### src/rtl/controller.sv
// Single-cycle FLU execution core: decodes the instruction word, reads two
// operands from a 32x32 register file, executes, and writes back every edge.
module controller (
  input  logic        clock,
  input  logic        reset_n,
  input  logic [31:0] control,
  output logic [31:0] out
);

  localparam int         NUM_REGS   = 32;
  localparam int         DATA_W     = 32;
  localparam logic [5:0] FUNCT_EXEC = 6'b001011;

  typedef enum logic [5:0] {
    OP_ADD  = 6'd0,
    OP_SUB  = 6'd1,
    OP_AND  = 6'd2,
    OP_OR   = 6'd3,
    OP_XOR  = 6'd4,
    OP_NOR  = 6'd5,
    OP_SLL  = 6'd6,
    OP_SRL  = 6'd7,
    OP_SRA  = 6'd8,
    OP_SLT  = 6'd9,
    OP_SLTU = 6'd10
  } op_e;

  typedef struct packed {
    logic [5:0] op;
    logic [4:0] rs;
    logic [4:0] rt;
    logic [4:0] rd;
    logic [4:0] shamt;
    logic [5:0] funct;
  } insn_t;

  insn_t             insn;
  logic [DATA_W-1:0] rf [NUM_REGS];
  logic [DATA_W-1:0] a, b, res;
  logic              valid;

  assign insn = insn_t'(control);

  // R0 is forced to zero on read; its storage is never written after reset.
  assign a = (insn.rs == 5'd0) ? '0 : rf[insn.rs];
  assign b = (insn.rt == 5'd0) ? '0 : rf[insn.rt];

  always_comb begin
    res   = '0;
    valid = (insn.funct == FUNCT_EXEC);
    case (insn.op)
      OP_ADD:  res = a + b;
      OP_SUB:  res = a - b;
      OP_AND:  res = a & b;
      OP_OR:   res = a | b;
      OP_XOR:  res = a ^ b;
      OP_NOR:  res = ~(a | b);
      OP_SLL:  res = b << insn.shamt;
      OP_SRL:  res = b >> insn.shamt;
      OP_SRA:  res = $unsigned($signed(b) >>> insn.shamt);
      OP_SLT:  res = {{(DATA_W-1){1'b0}}, ($signed(a) < $signed(b))};
      OP_SLTU: res = {{(DATA_W-1){1'b0}}, (a < b)};
      default: valid = 1'b0;
    endcase
  end

  // Operands come from pre-edge contents, so rd==rs/rt sees the old value.
  always_ff @(posedge clock) begin
    if (!reset_n) begin
      out <= '0;
      for (int i = 0; i < NUM_REGS; i++) rf[i] <= DATA_W'(i);
    end else if (valid) begin
      out <= res;
      if (insn.rd != 5'd0) rf[insn.rd] <= res;
    end
  end

endmodule

### config.mk
export PLATFORM = sky130hd
export DESIGN_NAME = controller
export DESIGN_NICKNAME = d
export VERILOG_FILES = /design/src/rtl/controller.sv
export SDC_FILE = /design/constraint.sdc
export NUM_CORES = 2
export LEC_CHECK = 0
export CAP_MARGIN = 20
export CELL_PAD_IN_SITES_DETAIL_PLACEMENT = 1
export CELL_PAD_IN_SITES_GLOBAL_PLACEMENT = 2
export CORE_UTILIZATION = 40
export CTS_CLUSTER_DIAMETER = 60
export DETAILED_ROUTE_END_ITERATION = 10
export PLACE_DENSITY = 0.76
export SYNTH_ARGS = -nofsm -noshare
export SYNTH_HDL_FRONTEND = slang
export SYNTH_SLANG_ARGS = --single-unit
### constraint.sdc
create_clock -name clock -period 10.1 [get_ports clock]
set_input_delay 2.02 -clock clock [delete_from_list [all_inputs] [get_ports clock]]
set_output_delay 2.02 -clock clock [all_outputs]
set_load 0.1 [all_outputs]
; ---- Word-level counts from Yosys, hierarchy flattened
; Memories as Yosys holds them, arrays and structs flattened.
; Cells that the tools add are included.
[op_classes]
n_shift = 3
bitwise_logic = 4
muxes = 12
n_reduce_logical = 6
n_addsub = 2
eq_ne = 11
n_lt_le_gt_ge = 2
[op_table]
columns = operator, n
row1 = 32-bit one-hot mux with 11 select lines, 1
row2 = 32-bit two-way mux, 3
row3 = 32-bit < comparator, 2
row4 = 32-bit adder, 1
row5 = 32-bit AND, 1
row6 = 32-bit inverter, 1
row7 = 32-bit bitwise OR, 1
row8 = 32-bit OR reduction, 1
row9 = 32-bit by 5-bit << shifter with 32-bit output, 1
row10 = 32-bit by 5-bit right shift with 32-bit output, 1
row11 = 32-bit by 5-bit >>> shifter with 32-bit output, 1
row12 = 32-bit subtractor, 1
row13 = 32-bit XOR, 1
row14 = 6-bit by 3-bit == test with 1-bit output (second input constant), 4
row15 = 6-bit by 4-bit == test with 1-bit output (second input constant), 4
row16 = 6-bit by 2-bit == test with 1-bit output (second input constant), 2
row17 = 11-bit OR reduction, 1
row18 = 5-bit zero test, 2
row19 = 1-bit two-way mux, 7
row20 = 6-bit by 1-bit == test with 1-bit output (second input constant), 1
row21 = 6-bit zero test, 1
row22 = 5-bit two-way mux, 1
row23 = 5-bit nonzero test, 1
[word_totals]
ram_bits = 1024
in_bits = 34
mem_count = 1
register_bits = 32
out_inout_bits = 32
elab_cells = 42
[mem_list]
columns = memory, depth, word_bits, read_ports, rd_ports_with_merged_regs, wr, line
row1 = rf, 32, 32, 2, 0, 32, 38  ; logic [DATA_W-1:0] rf [NUM_REGS];

; ---- Logic depth before layout (Yosys ltp)
[depth]
depth_word = 8
mapped_depth = 26
depth_no_buf = 18

; ---- Worst setup path after synthesis
; OpenSTA, ideal clock, no wires.
[synth_path]
kind = input to register
from = in control[21]
to = mem rf[16][28], data pin
setup_ns = 0.267
required_ns = 9.833
arrival_time_ns = 7.789
cell_stages = 21
path_slack_ns = 2.044
n_path_buf = 5
cell_sequence = clkbuf_1 clkbuf_1 buf_1 clkbuf_1 mux4_2 mux4_2 nand2_1 a21o_1 inv_1 ha_1 a21o_1 a31o_2 nand4_1 a41oi_1 o41a_1 o21ai_0 o21ai_0 a221o_1 a221oi_1 clkbuf_1 nor2_1
[synth_rtl]
columns = item, line
row1 = "start, declared", 6  ; input logic [31:0] control,
row2 = "end, declared", 38

==> run_results.csv <==
group,metric,value,unit
outcome,status,"completed",
grt,grt_pass1_vias,50800,
grt,antenna_found_initial,10,
floorplanning,num_io_pins,66,
sta,slew-limit-headroom,22.9,%
route,drc,0,
route,wire_per_inst,39.9,um
synth,synth_common_cells,"nor2_1 (1,027), edfxtp_1 (1,024), mux4_2 (520)",
final_layout,drive_gt1_share,22.1,%
place,port_buffers,65,
route,postRouteAntennaNets,0,
final_layout,area_delta_synth_final,11.4,%
synth,yosys_warnings,0,
grt,grt_pass1_wl,404,mm
synth,synth_cells,5208,
floorplanning,die_x,401,um
critical_path,cpPeakStageDelay,0.88,ns
critical_path,crit_required,10.55,ns
synth,synth_area_leaders,"edfxtp_1 (48%), mux4_2 (18%), nor2_1 (6.1%)",
floorplanning,core.rowCount,146,
sta,slew_violations,0,
floorplanning,dieArea,161000,um^2
final_layout,fin_cells,7324,
critical_path,crit_buf_inv,6,
route,vias,50700,
synth,synth_cell_types,106,
sta,hold_viol,0,
clocking,cts_hold_buf,0,
synth,syn_avg_cell_area,12.2,um^2
final_layout,nets,5286,
final_layout,fillers,16200,
synth,synth_seq_cells,1056,
clocking,cts_tree,"yes",
floorplanning,initial_core_util,40.3,%
synth,syn-cell-area,63700,um^2
critical_path,cp_slowest_cell,"clkdlybuf4s50_1",
clocking,htree_levels,3,
grt,grt_max_degree,90,
critical_path,endpoint_kind,"register",
sta,max_freq,112,MHz
synth,ys.flop_type,"edfxtp_1",
clocking,cts_buffers,117,
route,drt_wl_total,292,mm
synth,yosysTopAreaCell,"edfxtp_1",
final_layout,regArea,31400,um^2
critical_path,worstPathCellList,"clkdlybuf4s50_1 -> nor2b_4 -> buf_12 -> a22o_1 -> a211oi_1 -> buf_4 -> nand2b_1 -> nor2_1 -> inv_1 -> ha_1 -> nor2b_1 -> nor3_1 -> a211oi_1 -> buf_4 -> o31ai_1 -> a311oi_1 -> o31a_1 -> nor2_1 -> xnor2_1 -> a2111oi_4 -> buf_4 -> nor2_1",
critical_path,crit_family,"simple AND/OR/NAND/NOR gates",
synth,synth-edff-count,1024,
critical_path,crit_type,"in2reg",
route,viasPerCell,6.92,
run,maxCapViolCount,0,
critical_path,start_kind,"primary input",
place,detailed_place_hpwl,195,mm
clocking,clock_tree.root_cell,"clkbuf_16",
place,dp_slack,0.752,ns
clocking,clk_latency,0.81,ns
sta,worst_slack,1.20,ns
clocking,cts_setup_buffers,0,
route,drt-initial-drc-count,7348,
place,gp_congestion,1.01,
synth,yosysMostFrequentCell,"nor2_1",
sta,setup_viol,0,
sta,skew,0.0774,ns
final_layout,multi_input_area,30000,um^2
sta,worst_pin_slew,1.16,ns
sta,rsz0062_at_grt,"false",
critical_path,cp_max_fo,24,
sta,min_period,8.90,ns
power_and_ir_drop,peakVddDrop,147,uV
clocking,cts_sinks,1056,
power_and_ir_drop,leakagePower,24.4,nW
synth,async_reset_ff_share,0,%
hold_path,hold_class,"reg2reg",
synth,yosysSeqAreaShare,49.3,%
synth,synth_top_area_share,48.3,%
power_and_ir_drop,p_per_area,168,nW/um^2
sta,period_share,88.2,%
clocking,cts_buffer_depth,3,
final_layout,utilization,44.9,%
route,dr.pass1.iters,6,
floorplanning,fp.dieH,401,um
floorplanning,coreArea,158000,um^2
critical_path,cp.arrival,9.35,ns
grt,grtUsageTotal,35.8,%
critical_path,reg2reg_slack,3.64,ns
place,post-place-cells,7103,
sta,finalSetupTns,0,ns
clocking,cts-resized-gates,0,
grt,grt_overflow,0,
clocking,clk_pin_slew,0.06,ns
-- report_power, final --
part           internal [W]  switching, W  leakage, nW
Combinational      0.000818       0.00177         11.8
Sequential          0.00494     0.0000802         10.7
Clock               0.00240       0.00191         1.84
Total               0.00816       0.00376         24.4
-- worst min-delay path, delay by kind of cell (launching register included) --
kind / cells / cell delay (ns)
AOI/OAI and AO/OA: 1 / 0.05
DFF: 1 / 0.31
and+or+nand+nor: 1 / 0.05
-- placed cells by master (no fill, tap or decap), drive strengths merged, types with 32 or more instances in the layout --
master	n
nor2	1078
edfxtp	1024
mux4	521
nand2	304
buf	260
a21oi	186
mux2i	162
clkbuf	151
o21ai	134
inv	114
nand3	99
ha	98
o22ai	80
a21o	56
nor3	56
a22o	55
nand2b	53
clkdlybuf4s50	51
clkinv	50
a221oi	37
o221ai	35
o211ai	34
dfxtp	32
conb	32
-- stage by stage --
stage	power, W	hold slack [ns]	cell area [um^2]
2_1_floorplan	0.00654	0.890	63800
3_3_place_gp	0.00758	0.449	67100
3_5_place_dp	0.00761	0.451	67100
4_1_cts	0.0119	0.460	70900
5_1_grt	0.0122	0.481	71000
6_report	0.0119	0.457	71000
-- layout make-up --
cell class | count | area share, %
Multi-Input combinational cell | 3558 | 42.2
Sequential cell | 1056 | 44.2
Antenna cell | 1 | 0.00353
Tap cell | 2072 | 3.65
Inverter | 107 | 0.566
Clock inverter | 68 | 1.05
Timing Repair Buffer | 312 | 3.93
Clock buffer | 150 | 4.34
-- metal layers --
metal  track usage [%]  vias up  wire, um
met5                 0        -        63
li1                  -    19900         -
met3              8.77      655     33800
met2              54.1     3393    130000
met4              19.6        8     18200
met1              47.5    26700    111000
-- path summary, 6_finish.rpt --
path                            cells after the start                    start                  endpoint
worst max-delay path                               22              control[19]  rf[16][29]$_SDFFCE_PN0P_
worst min-delay path                                2      out[6]$_SDFFE_PN0P_       out[6]$_SDFFE_PN0P_
worst max register to register                     18  rf[24][2]$_SDFFCE_PN0P_  rf[16][29]$_SDFFCE_PN0P_
worst min register to register                      2      out[6]$_SDFFE_PN0P_       out[6]$_SDFFE_PN0P_
-- flip-flops by register name, indices dropped and copies added (netlist names) --
register / flops
out: 32
rf: 1024
-- kinds of logic after synthesis --
family | count (synthesis) | synth area share (%)
flops | 1056 | 49.3
buf+inv | 625 | 4.41
simple gates | 1774 | 12.2
xor+xnor | 11 | 0.151
fa+ha+maj | 100 | 1.99
mux | 709 | 21.4
compound gates | 932 | 10.6
other cells | 1 | 0.00589
No activity file was read; power rests on OpenSTA's default activity.
